--- src/rtl/rom_stream_reader_pkg.sv ---
// Shared types and defaults for the ROM stream reader: FSM state encoding,
// default geometry and the FIFO occupancy-counter width helper.
package rom_stream_reader_pkg;

  typedef enum logic [1:0] {
    ST_IDLE  = 2'd0,
    ST_RUN   = 2'd1,
    ST_DRAIN = 2'd2
  } state_e;

  localparam int DEF_ADDR_BITS  = 4;
  localparam int DEF_DATA_WIDTH = 8;
  localparam int DEF_FIFO_DEPTH = 4;

  // Width able to hold every occupancy value 0..depth inclusive.
  function automatic int cnt_w(input int depth);
    return $clog2(depth + 1);
  endfunction

endpackage

--- src/rtl/rom_stream_fifo.sv ---
// First-word-fall-through FIFO: the head entry is visible on head_data
// whenever count is non-zero. Pop on an empty FIFO is ignored.
module rom_stream_fifo
  import rom_stream_reader_pkg::*;
#(
  parameter int WIDTH = DEF_DATA_WIDTH,
  parameter int DEPTH = DEF_FIFO_DEPTH,
  parameter int CW    = cnt_w(DEPTH)
) (
  input  logic             clock,
  input  logic             reset,
  input  logic             push,
  input  logic [WIDTH-1:0] push_data,
  input  logic             pop,
  output logic [WIDTH-1:0] head_data,
  output logic [CW-1:0]    count
);

  localparam int PW = (DEPTH > 1) ? $clog2(DEPTH) : 1;

  logic [WIDTH-1:0] mem_q [DEPTH];
  logic [PW-1:0]    wr_q, wr_d, rd_q, rd_d;
  logic [CW-1:0]    count_q, count_d;
  logic             pop_ok;

  function automatic logic [PW-1:0] nxt(input logic [PW-1:0] p);
    return (p == PW'(DEPTH - 1)) ? '0 : p + 1'b1;
  endfunction

  assign pop_ok = pop && (count_q != '0);

  always_comb begin
    // NOTE: every signal assigned here gets a default first, so no path can leave it unassigned and infer a latch.
    wr_d    = wr_q;
    rd_d    = rd_q;
    count_d = count_q;
    if (push)   wr_d = nxt(wr_q);
    if (pop_ok) rd_d = nxt(rd_q);
    unique case ({push, pop_ok})
      2'b10:   count_d = count_q + 1'b1;
      2'b01:   count_d = count_q - 1'b1;
      default: count_d = count_q;
    endcase
  end

  always_ff @(posedge clock) begin
    // NOTE: sequential state uses non-blocking assignments so every flop samples pre-edge values.
    if (reset) begin
      wr_q    <= '0;
      rd_q    <= '0;
      count_q <= '0;
    end else begin
      wr_q    <= wr_d;
      rd_q    <= rd_d;
      count_q <= count_d;
    end
  end

  // NOTE: storage is deliberately not reset; count gates validity, so stale contents are never observed.
  always_ff @(posedge clock) begin
    if (push) mem_q[wr_q] <= push_data;
  end

  assign head_data = mem_q[rd_q];
  assign count     = count_q;

endmodule

--- src/rtl/rom_stream_reader.sv ---
// Burst sequencer driving a sync-read ROM; credit-limited issue into an FWFT FIFO.
// Optional macro ROM_STREAM_READER_LAST_EN adds io_out_last marking each burst's final word.
module rom_stream_reader
  import rom_stream_reader_pkg::*;
#(
  parameter int ADDR_BITS  = DEF_ADDR_BITS,
  parameter int DATA_WIDTH = DEF_DATA_WIDTH,
  parameter int FIFO_DEPTH = DEF_FIFO_DEPTH
) (
  input  logic                  clock,
  input  logic                  reset,
  input  logic                  io_cmd_valid,
  output logic                  io_cmd_ready,
  input  logic [ADDR_BITS-1:0]  io_cmd_base,
  input  logic [ADDR_BITS:0]    io_cmd_len,
  output logic [ADDR_BITS-1:0]  io_rom_addr,
  output logic                  io_rom_en,
  input  logic [DATA_WIDTH-1:0] io_rom_data,
  output logic                  io_out_valid,
  input  logic                  io_out_ready,
  output logic [DATA_WIDTH-1:0] io_out_data,
  output logic                  io_busy,
  output logic                  io_done
`ifdef ROM_STREAM_READER_LAST_EN
  ,
  output logic                  io_out_last
`endif
);

  localparam int CW = cnt_w(FIFO_DEPTH);
`ifdef ROM_STREAM_READER_LAST_EN
  localparam int FW = DATA_WIDTH + 1;
`else
  localparam int FW = DATA_WIDTH;
`endif
  localparam logic [CW:0]        DEPTH_C = (CW + 1)'(FIFO_DEPTH);
  localparam logic [ADDR_BITS:0] ONE_C   = (ADDR_BITS + 1)'(1);

  state_e                 state_q, state_d;
  logic [ADDR_BITS-1:0]   addr_q, addr_d;
  logic [ADDR_BITS:0]     rem_q, rem_d;
  logic                   inflight_q, done_q, done_d;
  logic [CW-1:0]          fifo_count;
  logic [CW:0]            credit_used;
  logic [FW-1:0]          fifo_in, fifo_head;
  logic                   issue, fifo_pop;

  // Words in the FIFO plus the one still inside the ROM must never exceed FIFO_DEPTH.
  assign credit_used = {1'b0, fifo_count} + {{CW{1'b0}}, inflight_q};
  assign issue       = (state_q == ST_RUN) && (rem_q != '0) && (credit_used < DEPTH_C);

  always_comb begin
    state_d = state_q;
    addr_d  = addr_q;
    rem_d   = rem_q;
    done_d  = 1'b0;
    unique case (state_q)
      ST_IDLE: begin
        if (io_cmd_valid) begin
          if (io_cmd_len != '0) begin
            addr_d  = io_cmd_base;
            rem_d   = io_cmd_len;
            state_d = ST_RUN;
          end else begin
            done_d = 1'b1;
          end
        end
      end
      ST_RUN: begin
        if (issue) begin
          addr_d = addr_q + 1'b1;
          rem_d  = rem_q - 1'b1;
          if (rem_q == ONE_C) state_d = ST_DRAIN;
        end
      end
      ST_DRAIN: begin
        if (!inflight_q && (fifo_count == '0)) begin
          done_d  = 1'b1;
          state_d = ST_IDLE;
        end
      end
      default: state_d = ST_IDLE;
    endcase
  end

  always_ff @(posedge clock) begin
    if (reset) begin
      state_q    <= ST_IDLE;
      addr_q     <= '0;
      rem_q      <= '0;
      inflight_q <= 1'b0;
      done_q     <= 1'b0;
    end else begin
      state_q    <= state_d;
      addr_q     <= addr_d;
      rem_q      <= rem_d;
      inflight_q <= issue;
      done_q     <= done_d;
    end
  end

`ifdef ROM_STREAM_READER_LAST_EN
  logic last_inflight_q;

  always_ff @(posedge clock) begin
    if (reset) last_inflight_q <= 1'b0;
    else       last_inflight_q <= issue && (rem_q == ONE_C);
  end

  assign fifo_in     = {last_inflight_q, io_rom_data};
  assign io_out_last = fifo_head[DATA_WIDTH] & io_out_valid;
`else
  assign fifo_in = io_rom_data;
`endif

  rom_stream_fifo #(
    .WIDTH (FW),
    .DEPTH (FIFO_DEPTH),
    .CW    (CW)
  ) u_fifo (
    .clock     (clock),
    .reset     (reset),
    .push      (inflight_q),
    .push_data (fifo_in),
    .pop       (fifo_pop),
    .head_data (fifo_head),
    .count     (fifo_count)
  );

  assign fifo_pop     = io_out_valid & io_out_ready;
  assign io_out_valid = (fifo_count != '0);
  assign io_out_data  = fifo_head[DATA_WIDTH-1:0];
  assign io_cmd_ready = (state_q == ST_IDLE);
  assign io_busy      = (state_q != ST_IDLE);
  assign io_done      = done_q;
  assign io_rom_en    = issue;
  assign io_rom_addr  = addr_q;

endmodule

--- config.mk ---
export PLATFORM = sky130hd
export DESIGN_NAME = rom_stream_reader
export DESIGN_NICKNAME = d
export VERILOG_FILES = /design/src/rtl/rom_stream_reader_pkg.sv /design/src/rtl/rom_stream_fifo.sv /design/src/rtl/rom_stream_reader.sv
export SDC_FILE = /design/constraint.sdc
export NUM_CORES = 1
export LEC_CHECK = 0
export ABC_AREA = 0
export BUFFER_PORTS_ARGS = -buffer_cell sky130_fd_sc_hd__buf_2
export CAP_MARGIN = 15
export CORE_MARGIN = 10
export CORE_UTILIZATION = 50
export CTS_BUF_LIST = sky130_fd_sc_hd__clkbuf_16
export CTS_CLUSTER_SIZE = 40
export DETAILED_ROUTE_END_ITERATION = 10
export GPL_TIMING_DRIVEN = 1
export PLACE_DENSITY_LB_ADDON = 0.1
export REMOVE_ABC_BUFFERS = 1
export SYNTH_ARGS = -nofsm -noshare
export SYNTH_HDL_FRONTEND = slang
export SYNTH_SLANG_ARGS = --single-unit
export TNS_END_PERCENT = 1
--- constraint.sdc ---
create_clock -name clock -period 3.5 [get_ports clock]
set_input_delay 0.7 -clock clock [delete_from_list [all_inputs] [get_ports clock]]
set_output_delay 0.7 -clock clock [all_outputs]
set_load 0.02 [all_outputs]
==> metrics.md <==
| Metric | Value |
|---|---|
| CP required | `2.80 ns` |
| Run status | `completed` |
| H-Tree Level Count | `2` |
| Worst reg2reg path endpoint | `u_fifo.count[2]` |
| Post-CTS setup buffer count | `0` |
| PnR worst setup slack | `0.739 ns` |
| Synthesized flop and latch total | `54` |
| Worst r2r src | `u_fifo.count[0]` |
| Max FO, Critical Path | `10` |
| Reg2reg path depth | `9` |
| Largest net degree at the start of global routing | `19` |
| Initial Utilization | `51.5%` |
| DRT iter0 DRCs | `71` |
| CP max stage cell | `or4_4` |
| Power density over cell area | `781 mW/mm^2` |
| Hold Path Class | `register to register` |
| First-pass GRT wire length | `7730 um` |
| Relative slew slack | `62.7%` |
| Post-synth top area share | `39.8%` |
| Vias in the first global route | `1630` |
| Area Overhead vs Synth | `15.2%` |
| Reg clk slew, reported paths | `0.07 ns` |
| Period utilisation layout | `78.9%` |
| Sequential-to-total area share from yosys stat | `58.0%` |
| First drt pass iteration count | `5` |
| Fmax | `0.362 GHz` |
| Vias per cell | `5.70` |
| Initial antenna violation count | `0` |
| Num CTS Buffers | `5` |
| DP HPWL | `3560 um` |
| CTS resizes | `0` |
| Worst-skew pair later-pin latency | `0.28 ns` |
| Critical-path cell list | `inv_1 > ha_1 > nor4b_2 > or4_4 > clkinv_8 > buf_2` |
| Post-synth EDFFs | `32` |
| Post-CTS Hold Buffers | `0` |
| Final Skew | `0.00373 ns` |
| Num rows | `25` |
| Clock Sinks | `54` |
| Clock buffer depth | `2` |
| Setup violations, final | `0` |
| Top Family by Delay on Critical Path | `simple AND/OR/NAND/NOR gates` |
| Critical Path End Type | `output pin` |
| Buf/Inv on CP | `3` |
| WL/cell | `17.4 um` |
| R2r setup slk | `1.43 ns` |
| CP endpoint | `io_rom_en` |
| Die Span X | `89.5 um` |
| Peak supply drop | `0.585 mV` |
| Post-synthesis instance total | `185` |
| Via count | `1584` |
| RSZ-0062 raised after global routing | `no` |
| Syn avg cell area | `13.1 sq um` |
| Layout Cells excl Fill | `278` |
| CTS root buffer | `clkbuf_16` |
| Placed Instances | `270` |
| Top FF cell, synth | `edfxtp_1` |
| Full die area | `0.00801 sq mm` |
| Fraction of layout cells with a size suffix above 1 | `29.0%` |
| Min Tclk post-route | `2.76 ns` |
| Antenna cells | `0` |
| Crit Path Class | `register to output pin` |
| DRT antenna net count | `0` |
| Asr flop ratio synth | `0%` |
| Core area | `0.00469 sq mm` |
| Post-Syn Area | `0.00241 sq mm` |
| IO buf count | `37` |
| Stages on worst setup path | `6` |
| Placer Congestion | `0.901` |
| Die H | `89.5 um` |
| Worst Max-Slew Pin Slew | `0.559 ns` |
| Setup crit start kind | `register` |
| Ys Warns | `0` |
| LEAKAGE | `1.05 nW` |
| Final-report max-slew violation count | `0` |
| Gr ovfl total | `0` |
| Crit-path max cell delay | `0.60 ns` |
| Synth unique cells | `42` |
| Cell taking the most area after synthesis | `edfxtp_1` |
| Post-Route WL | `4820 um` |
| Critical path arrival | `2.06 ns` |
| Hold violation count in the final report | `0` |
| Total GRT Usage | `12.4%` |
| Residual DRC | `0` |
| Top cells by area, synth | `edfxtp_1, dfxtp_1, mux4_2, ha_1, a21oi_1` |
| CTS tree | `yes` |
| Nets | `254` |
| I/O Pins | `38` |
| Worst setup path start | `rem_q[0]` |
| Fin Setup TNS | `0 ns` |
| Max-cap viol count | `0` |
| Dpl ws | `1.06 ns` |
-- state kept, by name, indices dropped and copies added, names as in the netlist, named ones only --
name and cells:
io_rom_addr 4, inflight_q 1, u_fifo.wr_q 2, state_q 2, u_fifo.count 3, u_fifo.rd_q 2, rem_q 5, io_done 1
u_fifo.mem_q 32
-- per-layer routing --
| layer | GRT usage, % | up-vias | part of all wire, % |
|---|---|---|---|
| met5 | 0 | - | 0 |
| met4 | 4.91 | 0 | 1.6 |
| met3 | 2.64 | 8 | 4.8 |
| met2 | 22.1 | 40 | 52 |
| met1 | 14.2 | 770 | 42 |
| li1 | - | 766 | - |
-- worst min-delay path, cell delays in order, from the launching register on --
cell and delay [ns]:
dfxtp_1 0.32, nand2_1 0.06, o32ai_1 0.06
-- cell families (layout without fill, tap and decap cells) --
logic type | count (synthesis) | count (layout) | synth area share (%)
flops | 54 | 54 | 58.0
simple gates | 48 | 48 | 11.2
compound gates | 39 | 39 | 11.7
buf+inv | 21 | 60 | 4.09
mux | 11 | 11 | 8.70
fa+ha+maj | 10 | 10 | 5.49
xor+xnor | 2 | 2 | 0.726
-- cell usage after synthesis (2+ instances only) --
| library cell | count |
|---|---|
| nand2b_1 | 2 |
| xor2_1 | 2 |
| a21oi_1 | 14 |
| mux4_2 | 8 |
| o221a_1 | 2 |
| a21o_1 | 2 |
| and2_2 | 4 |
| nor3_1 | 6 |
| or3_1 | 4 |
| mux2i_1 | 3 |
| edfxtp_1 | 32 |
| nand3_1 | 3 |
| o21ai_0 | 4 |
| dfxtp_1 | 22 |
| nor3b_1 | 2 |
| o32ai_1 | 4 |
| buf_1 | 2 |
| nor2_1 | 10 |
| clkbuf_1 | 3 |
| inv_1 | 14 |
| nand2_1 | 10 |
| ha_1 | 9 |
| or4_4 | 2 |
| a22oi_1 | 2 |
| a2bb2oi_1 | 2 |
-- area by class of cell --
class / count / area (sq um)
Inverter: 15 / 68.8
Fill cell: 397 / 1910
Sequential cell: 54 / 1400
Multi-Input combinational cell: 110 / 915
Tap cell: 54 / 67.6
Clock buffer: 5 / 125
Timing Repair Buffer: 37 / 185
Clock inverter: 3 / 20.0
-- worst min-delay path by stage --
stage,slack (ns),cells past startpoint,end,from
final,0.49,2,io_rom_addr[3],io_rom_addr[3]
after global routing,0.50,2,io_rom_addr[3],io_rom_addr[3]
after CTS,0.49,2,io_rom_addr[3],io_rom_addr[3]
after detailed placement,0.48,2,io_rom_addr[3],io_rom_addr[3]
after global placement,0.47,2,io_rom_addr[3],io_rom_addr[3]
after floorplan,0.45,2,register,u_fifo.rd_q[1]
-- layout by cell type (no fill, tap or decap), drive strengths merged, types with 3 or more instances in the layout --
master / count
a21oi: 14
and2: 4
buf: 37
clkbuf: 5
dfxtp: 22
edfxtp: 32
ha: 9
inv: 15
mux2i: 3
mux4: 8
nand2: 10
nand3: 3
nor2: 11
nor3: 6
o21ai: 4
o32ai: 4
or3: 4
-- power by group --
part | leakage, nW | internal [W] | total [W] | switching [W]
clock network | 0.0679 | 0.000265 | 0.000479 | 0.000214
registers | 0.468 | 0.000777 | 0.000878 | 0.000101
logic | 0.512 | 0.000338 | 0.000815 | 0.000477
-- through the flow --
step | hold WS, ns | instance area [sq um] | total power (W) | util, %
2_1_floorplan | 0.447 | 2380 | 0.00148 | -
3_3_place_gp | 0.473 | 2640 | 0.00169 | 56.2
3_5_place_dp | 0.481 | 2640 | 0.00171 | 56.2
4_1_cts | 0.491 | 2780 | 0.00219 | 59.3
5_1_grt | 0.505 | 2780 | 0.00231 | 59.3
6_report | 0.486 | 2780 | 0.00217 | 59.3
No activity file was read; power rests on OpenSTA's default activity.
